<file path="src/rtl/cic_d_mc.sv">
// Multi-channel time-multiplexed CIC decimator: shared integrator chain and comb datapath.
// Define CIC_D_MC_SAT_EN to saturate the output instead of truncating to OUT_DW.
module cic_d_mc #(
    parameter int INP_DW    = 18,
    parameter int OUT_DW    = 18,
    parameter int CIC_NCH   = 4,
    parameter int CIC_R_MAX = 64,
    parameter int CIC_N     = 5,
    parameter int CIC_M     = 1,
    parameter int ACC_DW    = INP_DW + CIC_N * $clog2(CIC_R_MAX * CIC_M)
) (
    input  logic                                          clk,
    input  logic                                          reset_n,
    input  logic                                          clear,
    input  logic [$clog2(CIC_R_MAX+1)-1:0]                cic_r,
    input  logic [$clog2(ACC_DW)-1:0]                     out_shift,
    input  logic [INP_DW-1:0]                             inp_samp_data,
    input  logic [((CIC_NCH > 1) ? $clog2(CIC_NCH) : 1)-1:0] inp_samp_ch,
    input  logic                                          inp_samp_str,
    output logic [OUT_DW-1:0]                             out_samp_data,
    output logic [((CIC_NCH > 1) ? $clog2(CIC_NCH) : 1)-1:0] out_samp_ch,
    output logic                                          out_samp_str,
    output logic                                          ovf
);

    localparam int RW = $clog2(CIC_R_MAX + 1);
    localparam int CW = (CIC_NCH > 1) ? $clog2(CIC_NCH) : 1;
    localparam int KW = (CIC_N > 1) ? $clog2(CIC_N) : 1;

    typedef enum logic [1:0] {S_IDLE, S_COMB, S_OUT} state_t;

    logic [ACC_DW-1:0] integ_q [CIC_NCH][CIC_N];
    logic [ACC_DW-1:0] integ_d [CIC_NCH][CIC_N];
    logic [ACC_DW-1:0] dly_q   [CIC_NCH][CIC_N][CIC_M];
    logic [ACC_DW-1:0] dly_d   [CIC_NCH][CIC_N][CIC_M];
    logic [RW-1:0]     cnt_q   [CIC_NCH];
    logic [RW-1:0]     cnt_d   [CIC_NCH];

    logic [RW-1:0]     r_q, r_d, r_clamp;
    logic              dec_q, dec_d;
    logic [CW-1:0]     dch_q, dch_d;
    state_t            state_q, state_d;
    logic [KW-1:0]     k_q, k_d;
    logic [CW-1:0]     cch_q, cch_d;
    logic [ACC_DW-1:0] x_q, x_d;
    logic [OUT_DW-1:0] od_q, od_d;
    logic [CW-1:0]     och_q, och_d;
    logic              ostr_q, ostr_d;
    logic              ovf_q, ovf_d;
    logic [ACC_DW-1:0] acc, y;
    logic              inp_ok;

    assign inp_ok = inp_samp_str && (32'(inp_samp_ch) < CIC_NCH);

    always_comb begin
        if (cic_r < RW'(2))
            r_clamp = RW'(2);
        else if (cic_r > RW'(CIC_R_MAX))
            r_clamp = RW'(CIC_R_MAX);
        else
            r_clamp = cic_r;
    end

    // Integrators and decimation counters of the strobed channel
    always_comb begin
        integ_d = integ_q;
        cnt_d   = cnt_q;
        dec_d   = 1'b0;
        dch_d   = dch_q;
        r_d     = r_q;
        acc     = '0;
        if (clear) begin
            for (int c = 0; c < CIC_NCH; c++) begin
                cnt_d[c] = '0;
                for (int k = 0; k < CIC_N; k++)
                    integ_d[c][k] = '0;
            end
            r_d   = r_clamp;
            dch_d = '0;
        end else if (inp_ok) begin
            acc = {{(ACC_DW-INP_DW){inp_samp_data[INP_DW-1]}}, inp_samp_data};
            for (int k = 0; k < CIC_N; k++) begin
                acc = acc + integ_q[inp_samp_ch][k];
                integ_d[inp_samp_ch][k] = acc;
            end
            if (cnt_q[inp_samp_ch] == r_q - RW'(1)) begin
                cnt_d[inp_samp_ch] = '0;
                dec_d = 1'b1;
                dch_d = inp_samp_ch;
            end else begin
                cnt_d[inp_samp_ch] = cnt_q[inp_samp_ch] + RW'(1);
            end
        end
    end

    always_comb begin
        state_d = state_q;
        case (state_q)
            S_IDLE:  if (dec_q) state_d = S_COMB;
            S_COMB:  if (k_q == KW'(CIC_N - 1)) state_d = S_OUT;
            S_OUT:   state_d = S_IDLE;
            default: state_d = S_IDLE;
        endcase
        if (clear)
            state_d = S_IDLE;
    end

`ifdef CIC_D_MC_SAT_EN
    logic [ACC_DW-1:0]   sh;
    logic [ACC_DW-OUT_DW:0] sh_hi;
    assign sh    = $signed(x_q) >>> out_shift;
    assign sh_hi = sh[ACC_DW-1:OUT_DW-1];
`endif

    always_comb begin
        dly_d  = dly_q;
        x_d    = x_q;
        k_d    = k_q;
        cch_d  = cch_q;
        od_d   = od_q;
        och_d  = och_q;
        ostr_d = 1'b0;
        ovf_d  = ovf_q;
        y      = '0;
        if (clear) begin
            for (int c = 0; c < CIC_NCH; c++)
                for (int k = 0; k < CIC_N; k++)
                    for (int j = 0; j < CIC_M; j++)
                        dly_d[c][k][j] = '0;
            x_d   = '0;
            k_d   = '0;
            cch_d = '0;
            od_d  = '0;
            och_d = '0;
            ovf_d = 1'b0;
        end else begin
            // A decimation event arriving while busy is lost
            if (dec_q) begin
                if (state_q == S_IDLE) begin
                    x_d   = integ_q[dch_q][CIC_N-1];
                    cch_d = dch_q;
                    k_d   = '0;
                end else begin
                    ovf_d = 1'b1;
                end
            end
            if (state_q == S_COMB) begin
                y = x_q - dly_q[cch_q][k_q][CIC_M-1];
                for (int j = CIC_M - 1; j > 0; j--)
                    dly_d[cch_q][k_q][j] = dly_q[cch_q][k_q][j-1];
                dly_d[cch_q][k_q][0] = x_q;
                x_d = y;
                k_d = k_q + KW'(1);
            end
            if (state_q == S_OUT) begin
`ifdef CIC_D_MC_SAT_EN
                if ((&sh_hi) || !(|sh_hi))
                    od_d = sh[OUT_DW-1:0];
                else if (sh[ACC_DW-1])
                    od_d = {1'b1, {(OUT_DW-1){1'b0}}};
                else
                    od_d = {1'b0, {(OUT_DW-1){1'b1}}};
`else
                od_d = OUT_DW'($signed(x_q) >>> out_shift);
`endif
                och_d  = cch_q;
                ostr_d = 1'b1;
            end
        end
    end

    always_ff @(posedge clk or negedge reset_n) begin
        if (!reset_n) begin
            for (int c = 0; c < CIC_NCH; c++) begin
                cnt_q[c] <= '0;
                for (int k = 0; k < CIC_N; k++) begin
                    integ_q[c][k] <= '0;
                    for (int j = 0; j < CIC_M; j++)
                        dly_q[c][k][j] <= '0;
                end
            end
            r_q    <= RW'(CIC_R_MAX);
            dec_q  <= 1'b0;
            dch_q  <= '0;
            k_q    <= '0;
            cch_q  <= '0;
            x_q    <= '0;
            od_q   <= '0;
            och_q  <= '0;
            ostr_q <= 1'b0;
            ovf_q  <= 1'b0;
        end else begin
            integ_q <= integ_d;
            dly_q   <= dly_d;
            cnt_q   <= cnt_d;
            r_q     <= r_d;
            dec_q   <= dec_d;
            dch_q   <= dch_d;
            k_q     <= k_d;
            cch_q   <= cch_d;
            x_q     <= x_d;
            od_q    <= od_d;
            och_q   <= och_d;
            ostr_q  <= ostr_d;
            ovf_q   <= ovf_d;
        end
    end

    always_ff @(posedge clk or negedge reset_n) begin
        if (!reset_n)
            state_q <= S_IDLE;
        else
            state_q <= state_d;
    end

    assign out_samp_data = od_q;
    assign out_samp_ch   = och_q;
    assign out_samp_str  = ostr_q;
    assign ovf           = ovf_q;

endmodule

</file>
<file path="config.mk">
export PLATFORM = sky130hd
export DESIGN_NAME = cic_d_mc
export DESIGN_NICKNAME = d
export VERILOG_FILES = /design/src/rtl/cic_d_mc.sv
export SDC_FILE = /design/constraint.sdc
export NUM_CORES = 2
export LEC_CHECK = 0
export ABC_AREA = 1
export BUFFER_PORTS_ARGS = -buffer_cell sky130_fd_sc_hd__clkbuf_2
export CAP_MARGIN = 20
export CELL_PAD_IN_SITES_DETAIL_PLACEMENT = 1
export CELL_PAD_IN_SITES_GLOBAL_PLACEMENT = 2
export CORE_MARGIN = 1
export CORE_UTILIZATION = 36
export CTS_CLUSTER_DIAMETER = 80
export DETAILED_ROUTE_END_ITERATION = 10
export PLACE_DENSITY_LB_ADDON = 0.1
export SYNTH_ARGS = -nofsm -noshare
export SYNTH_HDL_FRONTEND = slang
export SYNTH_SLANG_ARGS = --single-unit
</file>
<file path="constraint.sdc">
create_clock -name clk -period 8.1 [get_ports clk]
set_input_delay 2.43 -clock clk [delete_from_list [all_inputs] [get_ports clk]]
set_output_delay 2.43 -clock clk [all_outputs]
set_load 0.01 [all_outputs]
</file>
==> results.md <==
Yosys:
- After synthesis, the largest family of logic cells by area is compound AO/OA/AOI/OAI gates.
- Sequential elements use between 40% and 50% of the synthesized area.
- Synthesis produced 12335 cells.
- Among all flip-flop cells after synthesis, the most frequent one is sky130_fd_sc_hd__dfrtp_1.
- The synthesized design contains 0 enable-type register cells.
- The net count after synthesis is roughly 13000.
- Summing the areas of all and, or, nand and nor instances in the mapped netlist gives a little over a tenth of the synthesized area.
- The post-synthesis cell type count is 62.
- Each instance of the synthesized netlist takes up on average between 8 and 9 um^2.
- Summing the areas of all fa, ha and maj instances in the mapped netlist gives approximately 3.5% of the synthesized area.
- The fraction of synthesis flops using an asynchronous set or reset pin is 100.0%.
- In this run, synthesis produced a sequential element count of between 2000 and 2500.
- The post-synth design cell area is 104900 um^2.
- The mux share of post-synthesis cell area is less than 1%.
- The synthesized netlist devotes approximately 25% of its cell area to compound gates.
- The number of warning messages in the yosys log is 0.
- Summing the areas of all xor and xnor instances in the mapped netlist gives under 10% of the synthesized area.

Power:
- The net switching power is 35400 uW.
- For this design the static power due to leakage is ~0.060 uW.
- The power density relative to cell area is ~570 nW/um^2.
- Net switching is between 40% and 50% of the power.
- The cell-internal power is roughly 42000 uW.
- The clock network burns 14.5% of the power.
- The sequential fraction of design power is 15.5%.
- Across the VDD grid, the largest voltage drop is between 500 and 600 uV.
- The share of total power dissipated in combinational logic is between 70% and 80%.

Clocking:
- The number of buffers created by CTS is between 200 and 250.
- The latest clock arrival within the worst-skew pair is around 0.98 ns.
- Counting along the longest clock path gives a buffer depth of 4.
- The CTS clock-pin slew for the worst setup and hold paths is around 0.050 ns.
- TritonCTS built the clock tree.
- The tree is rooted in a sky130_fd_sc_hd__clkbuf_16.
- The number of clock sinks is roughly 2000.
- For this design, the CTS-stage hold fixing added 0 buffers.
- The deepest level of the CTS H-tree is 4.

Status:
- The flow ran to the end, but the final reports show violations.
- The checks that failed: negative setup slack.

Floorplanning:
- The die area is about 300000 um^2.
- From bottom edge to top edge, the die measures approximately 540 um.
- The initial utilization of the core area, before any placement, comes to 36.31%.
- The die extent in x is about 540 um.
- The floorplan has 197 rows.
- The top-level I/O count is around 60.
- The floorplan core area is approximately 290000 um^2.

Worst hold path:
- The number of cells on the worst hold path is 2.
- The endpoint of the worst hold-timing path is integ_q[572].
- The path class of the lowest-slack min-delay path is reg2reg.
- In this run the most critical hold path is launched from integ_q[572].

Worst setup path:
- The kind of end point of the critical path is a flop.
- The critical register-to-register path endpoint is integ_q[760].
- The setup slack of the most critical reg-to-reg path is -0.72 ns.
- The maximum fanout along the worst path is 6.
- The arrival time of the worst setup path is about 11 ns.
- The most frequent cell on the critical path is sky130_fd_sc_hd__nand2_2.
- The worst setup path is launched from a primary input.
- The worst reg2reg path depth is 55.
- The critical path in this run is classified as in2reg.
- The required arrival time at the worst endpoint is just under 9 ns.
- In this run the critical register-to-register path is launched from integ_q[912].
- The largest individual stage delay along the critical path comes from the cell sky130_fd_sc_hd__fa_2.
- For this run, the slowest stage of the critical path takes ~0.33 ns.

Timing:
- Adding up every negative setup slack in the final design gives -310.84 ns.
- Setup repair after global routing could not meet its margin everywhere.
- The worst pin sits at a relative slew slack of between 10% and 20%.
- Derived from the worst setup path, the maximum achievable clock frequency is roughly 0.097 GHz.
- The final critical path takes up 127.6% of the cycle.
- Setup violations remaining at the end of the flow were counted as around 280.
- Clock skew on the completed layout was measured at slightly below 0.08 ns.
- The max-slew violation total from the final report is 0.
- The count of endpoints failing hold in the final timing report is 0.
- The smallest clock period supported by the final layout is computed as 10.34 ns.
- In the post-route analysis, the smallest setup slack over all paths is -2.237 ns.
- At the pin with the least slew margin, the transition time is about 1.2 ns.

Detailed routing:
- After detailed routing, the number of vias per cell comes to approximately 5.8.
- Across all layers, the routed design uses 102659 vias.
- Dividing the detail-routed wire length by the instance count gives 28.19 um.
- The remaining antenna violation count is 0.
- The first-pass iteration count of the detailed router is 6.
- The detailed router finished its first iteration with around 7000 violations.
- The total wirelength of the detailed-routed design is slightly below 500 mm.
- In the routed design, unresolved DRC markers number 0.

Global route:
- The first global-routing pass estimated approximately 730 mm of wire.
- Across every metal layer, demand over resource in global routing totals approximately a third.
- The number of antenna violations at the first check in global routing came to 18.
- The maximum number of pins on one net before global-route repair is between 150 and 200.
- The number of global-route vias before repair is 108942.
- The total congestion overflow is 0.

Placed design:
- After detailed placement, the design holds a cell count of 16925.
- The count of buffers inserted at the top-level ports is just under 60.
- At the end of routability-driven placement, the weighted congestion stood at 0.9369.
- Before CTS, the worst setup slack after placement is -4.334 ns.
- The HPWL after detailed placement is roughly 320 mm.

Layout:
- The post-route netlist has roughly a quarter of its cells at a drive strength greater than 1.
- The area growth from synthesis to layout is 29.88%.
- For this run, the number of standard cells in the final layout without fillers is 17568.
- The net count of the finished layout is roughly 14000.

Flow run:
- Across the run, the number of max-cap violations was 0.
==> cells in the final DEF (no fill, tap or decap), types with 58 or more instances in the layout <==
cell	instances
sky130_fd_sc_hd__clkbuf_16	249
sky130_fd_sc_hd__o221ai_1	102
sky130_fd_sc_hd__a21oi_1	318
sky130_fd_sc_hd__o21ai_0	1098
sky130_fd_sc_hd__nor2_1	381
sky130_fd_sc_hd__a22o_1	84
sky130_fd_sc_hd__nand2_2	174
sky130_fd_sc_hd__o21ai_1	85
sky130_fd_sc_hd__xor2_1	88
sky130_fd_sc_hd__o22ai_1	1662
sky130_fd_sc_hd__nand2_4	67
sky130_fd_sc_hd__nor2_4	66
sky130_fd_sc_hd__a221oi_1	231
sky130_fd_sc_hd__buf_6	79
sky130_fd_sc_hd__clkbuf_8	58
sky130_fd_sc_hd__a22oi_1	95
sky130_fd_sc_hd__buf_4	1542
sky130_fd_sc_hd__nor2_2	60
sky130_fd_sc_hd__ha_1	158
sky130_fd_sc_hd__inv_1	1872
sky130_fd_sc_hd__a21oi_4	58
sky130_fd_sc_hd__ha_4	122
sky130_fd_sc_hd__nand2_1	1230
sky130_fd_sc_hd__nand3_1	453
sky130_fd_sc_hd__dfrtp_1	2032
sky130_fd_sc_hd__inv_2	79
sky130_fd_sc_hd__a21oi_2	121
==> layer usage <==
metal | global-route usage, % | share of wire, % | wire length, um
met3 | 3.554 | 4.3 | 21360
met1 | 39.77 | 40 | 199000
met2 | 57.57 | 50 | 246900
met5 | 0 | 0.0093 | 46
met4 | 16.29 | 5.7 | 28040
==> power by group through the flow <==
stage / logic (uW) / clock network (uW) / registers, uW
after floorplan: 19700 / 0 / 12000
after global placement: 39700 / 0 / 12200
after detailed placement: 40600 / 0 / 12200
after CTS: 42800 / 11400 / 12100
after global routing: 57800 / 11800 / 12200
final: 54400 / 11300 / 12100
==> state kept, by name (all words and copies together) (netlist names) <==
name	flops
x_q	48
integ_q	960
ovf	1
dch_q	2
out_samp_data	18
dec_q	1
state_q	2
out_samp_ch	2
dly_q	960
k_q	3
out_samp_str	1
cch_q	2
cnt_q	28
r_q	7
==> worst max-delay path: cells and delay by family <==
family / cells / cell delay, ns
XOR/XNOR: 3 / 0.67
adder cells (fa/ha/maj): 6 / 1.69
AND/OR/NAND/NOR: 18 / 2.25
buffers and inverters: 14 / 1.60
AO/OA/AOI/OAI: 16 / 2.40
==> how the worst max path moves through the flow <==
stage,cells after the start,to,start
4_1_cts,56,integ_q[46],inp_samp_ch[0]
3_5_place_dp,53,integ_q[46],inp_samp_ch[0]
3_3_place_gp,55,integ_q[285],inp_samp_ch[0]
6_report,57,integ_q[760],inp_samp_ch[0]
5_1_grt,58,integ_q[520],inp_samp_ch[0]
2_1_floorplan,53,integ_q[285],inp_samp_ch[0]
==> cell type report <==
type	instances	area, um^2
fillers	32896	152600
multi-input cells	7493	50980
flip-flops and latches	2035	50930
repair buffers	1728	13780
inverters	1986	7574
clock buffers	360	7207
well taps	3880	4855
clock inverters	81	909.6
diodes	5	12.51
==> synthesized netlist by cell type (43+ instances only) <==
cell type | count | area, um^2
sky130_fd_sc_hd__xnor2_1 | 59 | 516.8
sky130_fd_sc_hd__a22o_1 | 84 | 735.7
sky130_fd_sc_hd__a22oi_1 | 101 | 758.2
sky130_fd_sc_hd__o211ai_1 | 56 | 420.4
sky130_fd_sc_hd__o22ai_1 | 1663 | 10400
sky130_fd_sc_hd__a21oi_1 | 493 | 2467
sky130_fd_sc_hd__clkbuf_1 | 724 | 2718
sky130_fd_sc_hd__a31oi_1 | 76 | 475.5
sky130_fd_sc_hd__nand2_1 | 1469 | 5514
sky130_fd_sc_hd__nor2_1 | 505 | 1896
sky130_fd_sc_hd__o21ai_0 | 1200 | 6006
sky130_fd_sc_hd__a211oi_1 | 53 | 397.9
sky130_fd_sc_hd__xor2_1 | 152 | 1331
sky130_fd_sc_hd__a221oi_1 | 233 | 2041
sky130_fd_sc_hd__o221ai_1 | 111 | 972.2
sky130_fd_sc_hd__nand3_1 | 507 | 2537
sky130_fd_sc_hd__inv_1 | 1949 | 7316
sky130_fd_sc_hd__ha_1 | 286 | 3578
sky130_fd_sc_hd__o21ai_1 | 47 | 235.2
sky130_fd_sc_hd__or2_2 | 51 | 319.1
sky130_fd_sc_hd__buf_1 | 87 | 326.6
sky130_fd_sc_hd__o21a_1 | 43 | 322.8
sky130_fd_sc_hd__dfrtp_1 | 2034 | 50900
==> cells by family (layout without fill, tap and decap cells) <==
group,Yosys count,in the layout
other cells,0,5
mux,31,31
xor+xnor,211,211
fa+ha+maj,292,292
flops,2035,2035
compound gates,4318,4318
simple gates,2641,2641
buf+inv,2807,4155
==> through the flow <==
stage | power (uW) | area, um^2 | hold slack [ns] | utilization, %
6_report | 77750 | 136200 | 0.4828 | 47.16
5_1_grt | 81750 | 136200 | 0.4980 | 47.16
4_1_cts | 66330 | 129800 | 0.4855 | 44.92
3_5_place_dp | 52810 | 119800 | 0.4669 | 41.46
3_3_place_gp | 51840 | 119700 | 0.4627 | 41.44
2_1_floorplan | 31650 | 105800 | 0.4474 | -
==> timing repair <==
item                                    in CTS  in global routing
resized for setup                          292               1122
setup buffers                               38                172
pin swaps                                   59                429
gates cloned                                 0                  1
endpoints found under the setup margin     366                376
(Power assumes the default switching activity.)
